--- src/rtl/oven_ctrl.sv ---
// oven_ctrl: front-panel sequencer for the oven cook timer.
// Conditions the user controls, loads/runs/clears the external timer and
// drives heater, lamp and buzzer. Define OVEN_CTRL_PAUSE_EN to make an
// opened door pause cooking instead of aborting it.
module oven_ctrl #(
    parameter int BEEP_CYCLES = 50_000_000
) (
    input  logic       clk,
    input  logic       rst,
    input  logic       start_btn,
    input  logic       cancel_btn,
    input  logic       door_open,
    input  logic [3:0] time_sel,
    input  logic       timer_done,
    output logic       timer_load,
    output logic [3:0] timer_set,
    output logic       timer_run,
    output logic       timer_clear,
    output logic       heater_on,
    output logic       lamp_on,
    output logic       buzzer,
    output logic [1:0] state
);

    localparam int CNT_W = $clog2(BEEP_CYCLES + 1);
    localparam logic [CNT_W-1:0] BEEP_LAST = CNT_W'(BEEP_CYCLES - 1);

    typedef enum logic [1:0] {
        IDLE  = 2'd0,
        COOK  = 2'd1,
        PAUSE = 2'd2,
        DONE  = 2'd3
    } state_t;

    state_t state_q;
    state_t next_state;

    logic start_meta, start_sync, start_prev;
    logic cancel_meta, cancel_sync, cancel_prev;
    logic door_meta, door_s;
    logic start_p, cancel_p;

    logic [CNT_W-1:0] beep_cnt;

    logic accept;
    logic clear_req;
    logic heater_d, lamp_d, run_d, buzzer_d;

    // Two-flop synchronizers plus the previous-value flops for edge detection
    always_ff @(posedge clk) begin
        if (rst) begin
            start_meta  <= 1'b0;
            start_sync  <= 1'b0;
            start_prev  <= 1'b0;
            cancel_meta <= 1'b0;
            cancel_sync <= 1'b0;
            cancel_prev <= 1'b0;
            door_meta   <= 1'b0;
            door_s      <= 1'b0;
        end else begin
            start_meta  <= start_btn;
            start_sync  <= start_meta;
            start_prev  <= start_sync;
            cancel_meta <= cancel_btn;
            cancel_sync <= cancel_meta;
            cancel_prev <= cancel_sync;
            door_meta   <= door_open;
            door_s      <= door_meta;
        end
    end

    assign start_p  = start_sync & ~start_prev;
    assign cancel_p = cancel_sync & ~cancel_prev;

    // A start request is only accepted from IDLE with the door shut and a valid time
    assign accept = (state_q == IDLE) && start_p && !door_s && (time_sel != 4'd0);

    // State register
    always_ff @(posedge clk) begin
        if (rst) begin
            state_q <= IDLE;
        end else begin
            state_q <= next_state;
        end
    end

    // Next-state logic; clear_req flags transitions that must zero the timer
    always_comb begin
        next_state = state_q;
        clear_req  = 1'b0;
        case (state_q)
            IDLE: begin
                if (accept) begin
                    next_state = COOK;
                end
            end
            COOK: begin
                if (cancel_p) begin
                    next_state = IDLE;
                    clear_req  = 1'b1;
                end else if (timer_done) begin
                    next_state = DONE;
                end else if (door_s) begin
`ifdef OVEN_CTRL_PAUSE_EN
                    next_state = PAUSE;
`else
                    next_state = IDLE;
                    clear_req  = 1'b1;
`endif
                end
            end
`ifdef OVEN_CTRL_PAUSE_EN
            PAUSE: begin
                if (cancel_p) begin
                    next_state = IDLE;
                    clear_req  = 1'b1;
                end else if (start_p && !door_s) begin
                    next_state = COOK;
                end
            end
`endif
            DONE: begin
                if (cancel_p || door_s) begin
                    next_state = IDLE;
                end else if (beep_cnt == BEEP_LAST) begin
                    next_state = IDLE;
                end
            end
            default: begin
                next_state = IDLE;
            end
        endcase
    end

    // Output decode from the upcoming state so the registered outputs align with it
    always_comb begin
        heater_d = 1'b0;
        lamp_d   = 1'b0;
        run_d    = 1'b0;
        buzzer_d = 1'b0;
        case (next_state)
            IDLE: begin
                lamp_d = door_s;
            end
            COOK: begin
                heater_d = 1'b1;
                lamp_d   = 1'b1;
                run_d    = 1'b1;
            end
            PAUSE: begin
                lamp_d = 1'b1;
            end
            DONE: begin
                buzzer_d = 1'b1;
            end
            default: begin
                lamp_d = 1'b0;
            end
        endcase
    end

    // Output registers; load and clear are single-cycle pulses
    always_ff @(posedge clk) begin
        if (rst) begin
            timer_load  <= 1'b0;
            timer_set   <= 4'd0;
            timer_run   <= 1'b0;
            timer_clear <= 1'b0;
            heater_on   <= 1'b0;
            lamp_on     <= 1'b0;
            buzzer      <= 1'b0;
        end else begin
            timer_load  <= accept;
            timer_clear <= clear_req;
            timer_run   <= run_d;
            heater_on   <= heater_d;
            lamp_on     <= lamp_d;
            buzzer      <= buzzer_d;
            if (accept) begin
                timer_set <= time_sel;
            end
        end
    end

    // Beep counter: held at zero outside DONE, counts the buzzer cycles inside it
    always_ff @(posedge clk) begin
        if (rst) begin
            beep_cnt <= '0;
        end else if (state_q != DONE) begin
            beep_cnt <= '0;
        end else if (beep_cnt != BEEP_LAST) begin
            beep_cnt <= beep_cnt + 1'b1;
        end
    end

    assign state = state_q;

endmodule

--- config.mk ---
export PLATFORM = sky130hd
export DESIGN_NAME = oven_ctrl
export DESIGN_NICKNAME = d
export VERILOG_FILES = /design/src/rtl/oven_ctrl.sv
export SDC_FILE = /design/constraint.sdc
export NUM_CORES = 1
export LEC_CHECK = 0
export BUFFER_PORTS_ARGS = -buffer_cell sky130_fd_sc_hd__buf_4
export CAP_MARGIN = 15
export CORE_ASPECT_RATIO = 1.25
export CORE_MARGIN = 3
export CORE_UTILIZATION = 51
export DETAILED_ROUTE_END_ITERATION = 8
export PLACE_DENSITY = 0.74
export SYNTH_ARGS = -nofsm -noshare
export SYNTH_HDL_FRONTEND = slang
export SYNTH_SLANG_ARGS = --single-unit
--- constraint.sdc ---
create_clock -name clk -period 2.3 [get_ports clk]
set_input_delay 0.23 -clock clk [delete_from_list [all_inputs] [get_ports clk]]
set_output_delay 0.23 -clock clk [all_outputs]
set_load 0.1 [all_outputs]
## Word level (Yosys, flattened, before mapping)

Index checks and enable logic that the tools add are counted.

| operators by class | value |
|---|---|
| $add $sub $neg | 1 |
| equality and inequality tests | 8 |
| multiplexer cells | 13 |
| bitwise gates (word level) | 5 |
| reductions and logical operators | 11 |

Operators by type and width:

| kind | number |
|---|---|
| $add A26 B1 Y26 const B | 1 |
| $eq A26 B26 Y1 const B | 1 |
| $ne A26 B26 Y1 const B | 1 |
| $mux W2 | 6 |
| $eq A2 B2 Y1 const B | 3 |
| $pmux W2 S3 | 1 |
| $reduce_or A2 Y1 | 3 |
| $mux W1 | 5 |
| $eq A2 B1 Y1 const B | 2 |
| $logic_not A2 Y1 | 2 |
| $reduce_bool A4 Y1 | 1 |
| $logic_and A1 B1 Y1 | 3 |
| $not A1 Y1 | 3 |
| $and A1 B1 Y1 | 2 |
| $ne A2 B2 Y1 const B | 1 |
| $pmux W1 S2 | 1 |
| $logic_not A1 Y1 | 1 |
| $logic_or A1 B1 Y1 | 1 |

| word-level totals | value |
|---|---|
| register bits after elaboration | 45 |
| output and inout port bits | 12 |
| word-level logic and storage cells | 54 |

## Depth between registers and ports, before layout

| depth | value |
|---|---|
| word-level depth | 10 |
| depth in mapped cells | 9 |

## Least setup slack after synthesis

Ideal clock, no wire load.

| path | value |
|---|---|
| path kind | reg-to-reg |
| start point | register state_q[0] (netlist: state[0]) |
| end point | register lamp_on |
| setup time | 130 ps |
| arrival time | 2,130 ps |
| path slack | 40 ps |
| cell stages (with the launch flop) | 8 |
| path buffers | 0 |
| period minus slack after synthesis | 2,260 ps |
| cell sequence | dfxtp_1 > nor3_1 > nand4b_1 > o21ai_0 > a21oi_1 > ha_1 > a21oi_1 > nor3_1 |

| between the ends | value |
|---|---|
| word-level cells in the longest chain between the ends | 9 |
| elaborated cells between the ends (all ways) | 18 |
| those cells by class | eq/ne: 4; mux: 8; reduce/logical: 6 |

RTL lines:

| element | line | RTL |
|---|---|---|
| start: declaration | 35 | `state_t state_q;` |
| start signal: assignment | 83 | `state_q <= next_state;` |
| $logic_not A2 Y1 | 76, 91 |  |
| $logic_and A1 B1 Y1 (3 in a row) | 76 | `assign accept = (state_q == IDLE) && start_p && !door_s && (time_sel != 4'd0);` |
| $mux W2 | 93 | `if (accept) begin` |
| $pmux W2 S3 (*) | 91 | `case (state_q)` |
| $eq A2 B1 Y1 or $eq A2 B2 Y1 (tied branches) | 141 | `case (next_state)` |
| $reduce_or A2 Y1 (no source line) | - |  |
| $pmux W1 S2 (*) | 141 |  |
| end signal: assignment | 177 | `lamp_on <= lamp_d;` |
| end: declaration | 20 | `output logic lamp_on,` |

Every way passes the cells marked *; elsewhere a longest branch is shown, timed or not.
A chain may end at the register's enable or synchronous reset.

## Worst setup path after layout

| path | value |
|---|---|
| start point | register beep_cnt[0] |
| end point | register beep_cnt[7] |

| between the ends | value |
|---|---|
| word-level cells in the longest chain between the ends | 1 |
| elaborated cells between the ends (all ways) | 2 |
| those cells by class | add/sub: 1; eq/ne: 1 |

RTL lines:

| element | line | RTL |
|---|---|---|
| start: declaration | 43 | `logic [CNT_W-1:0] beep_cnt;` |
| start signal: assignment | 192 | `beep_cnt <= beep_cnt + 1'b1;` |
| $add A26 B1 Y26 or $ne A26 B26 Y1 (tied branches) | 192, 191 |  |

Several ways; a longest one is shown, not always the timed one.

==> impl_metrics.yaml <==
outcome:
  status: "finished, final reports clean"
worst_setup_path:
  critPathMaxFanout: 8
  r2r-end: "beep_cnt[7]"
  r2r_start: "beep_cnt[0]"
  cp-start-kind: "flop"
  critPathRequiredTime_ps: 2490
  crit_type: "reg2reg"
  ff2ff_path_depth: 7
  r2r_setup_slack_ps: 200
  worst_ep_arrival_time_ps: 2290
  cp-end-kind: "flop"
sta:
  setup_viol: 0
  slew_headroom: 0.683
  whs_ps: 145
  setup_tns_ps: 0
  worst_pin_slew_ps: 476
  fin_ws_ps: 200
  fin_crit_ps: 2100
  slew_violations: 0
  fmax_mhz: 476
  hold_violations: 0
  post-route-period-util: 0.913
  fin_skew_ps: 5.42
clock_tree:
  clk_latency_ps: 300
  clkTransAtPathRegs_ps: 80
  cts_tree: "built"
  cts_buffer_depth: 2
  numCtsBuffers: 5
  ctsRootBufferMaster: "clkbuf_8"
  hold_buffers: 0
  htree_levels: 2
  cts.sinks: 45
die:
  fp.dieW_um: 61.0
  start_util: 0.539
  ios: 22
  dieArea_sq_um: 4550
  fp.dieH_um: 74.7
  fp-row-count: 24
  core_sq_um: 3570
cells_and_area:
  utilization: 0.640
  finalInstanceArea_sq_um: 2290
  final_layout_size_suffix_gt1_frac: 0.204
  multi_input_comb_area_sq_um: 961
  nNetsFinal: 253
  stdcell_count: 279
  nFillCells: 317
  diodes: 0
  ff_latch_area_sq_um: 901
  areaGrowthSynthToFinish_pct: 18.7
drt:
  dr.pass1.iters: 4
  drtIter0Drc: 91
  vias: 1526
  vias_per_cell: 5.47
  wirelength_mm: 3.51
  final_antenna_net_count: 0
  route.detailed.drc: 0
  wl_per_cell_um: 12.6
synthesis:
  synth_area_leaders: "dfxtp_1 (47%), nor2_1 (5.5%), xor2_1 (5.5%)"
  postSynthCellCount: 211
  synth_seq_cells: 45
  yosysTopAreaCell: "dfxtp_1"
  synth_top_cell_area_share: 0.468
  netlist_area_sq_um: 1930
  syn_nets: 225
  yosys_warnings: 0
  seq_area_frac_synth: 0.468
  synthArstFlopShare: 0
  synth_edf_count: 0
  synth_cell_type_count: 37
  synth_area_per_cell_sq_um: 9.13
  synth_top_flop_cell: "dfxtp_1"
global_routing:
  grt_pass1_wl_mm: 5.80
  first_global_vias: 1417
  grtUsageTotal: 0.171
  grt.overflow.total: 0
  antenna_found_initial: 0
  grt_max_degree: 26
place:
  dp.cells: 270
  io_buffers: 21
  gp_congestion: 0.723
  place_hpwl_mm: 2.54
  dp_slack_ps: 110
  place_area_sq_um: 2150
pwr:
  leakagePower_nw: 0.947
  power.density_nw_per_um2: 666
  total_power_mw: 1.52
  vdd_drop_max_mv: 0.464
job:
  cap_violations: 0
worst_hold_path:
  hold_path_end: "cancel_meta"
  min_path_cells: 2
  holdCritPathClass: "in2reg"
  hp-start: "cancel_btn"
registers in the layout (all words and copies together) (netlist names):
signal	cells
cancel_meta	1
start_prev	1
beep_cnt	26
start_sync	1
timer_load	1
state	2
buzzer	1
timer_clear	1
timer_set	4
cancel_prev	1
door_meta	1
cancel_sync	1
lamp_on	1
heater_on	1
door_s	1
start_meta	1
cells in the mapped netlist (2+ instances only):
cell type  count
a21oi_1       11
inv_1          6
and3_1         5
nor4_4         2
nor2b_1       11
nand4_1       11
xor2_1        12
a31oi_1        2
nand3_1        6
nor3_1         6
nor3b_1        2
nor4b_1        2
nand4b_1       2
o21ai_0        6
clkbuf_1       8
or3_1          5
xnor2_1        4
nor2_1        28
and2_1         4
dfxtp_1       45
ha_1           4
mux2i_1        3
nand2_1       12
per-layer routing:
metal,up-vias,share of wire,global-route usage
li1,779,-,-
met1,716,0.43,0.181
met2,20,0.51,0.302
met3,11,0.029,0.0429
met4,0,0.024,0.0940
met5,-,0,0
timing repair:
item                                   4_1_cts  5_1_grt
setup endpoints to repair                    0        2
endpoints found under the hold margin        0        0
resized for setup                            0        2
buffers inserted                             0        1
cells by family after synthesis:
| kind of cell | synth area share |
|---|---|
| fa+ha+maj | 0.0260 |
| flops | 0.468 |
| buf+inv | 0.0370 |
| simple gates | 0.304 |
| xor+xnor | 0.0728 |
| compound gates | 0.0689 |
| mux | 0.0234 |
cell type report:
class,count,area share
tap,39,0.0213
timing repair buffer,31,0.102
inverter,6,0.00985
sequential,45,0.394
clock inverter,2,0.0164
clock buffer,6,0.0361
multi-input combinational,150,0.420
worst max-delay path, stage by stage (launching register included):
cell	delay (ps)
dfxtp_1	390
ha_1	220
and3_2	220
nand3_2	80
or3_1	450
buf_4	200
and3_4	170
mux2_4	280
report_power, final:
group | total (mW) | switching, mW | internal, mW
logic | 0.110 | 0.0767 | 0.0334
clock network | 0.617 | 0.264 | 0.353
registers | 0.796 | 0.00558 | 0.790
how the worst max path moves through the flow:
stage | start | end | slack, ps | depth (start not counted)
6_report | beep_cnt[0] | beep_cnt[7] | 200 | 7
5_1_grt | beep_cnt[0] | lamp_on | -10 | 8
3_5_place_dp | beep_cnt[0] | lamp_on | 110 | 8
3_3_place_gp | beep_cnt[0] | lamp_on | 170 | 8
4_1_cts | beep_cnt[0] | lamp_on | 90 | 8
2_1_floorplan | state[0] | lamp_on | 40 | 7
layout by cell type, fill, tap and decap left out, types with 3 or more instances in the layout:
master and instances:
xnor2_1 4, nand4_1 11, clkbuf_8 6, nand3_1 6, buf_4 31, dfxtp_1 45
and3_1 5, and2_1 4, nand2_1 12, inv_1 6, nor2_1 28, nor3_1 6
or3_1 5, a21oi_1 9, ha_1 4, mux2i_1 3, xor2_1 12, nor2b_1 11
o21ai_0 6
No activity file was read; power rests on OpenSTA's default activity.
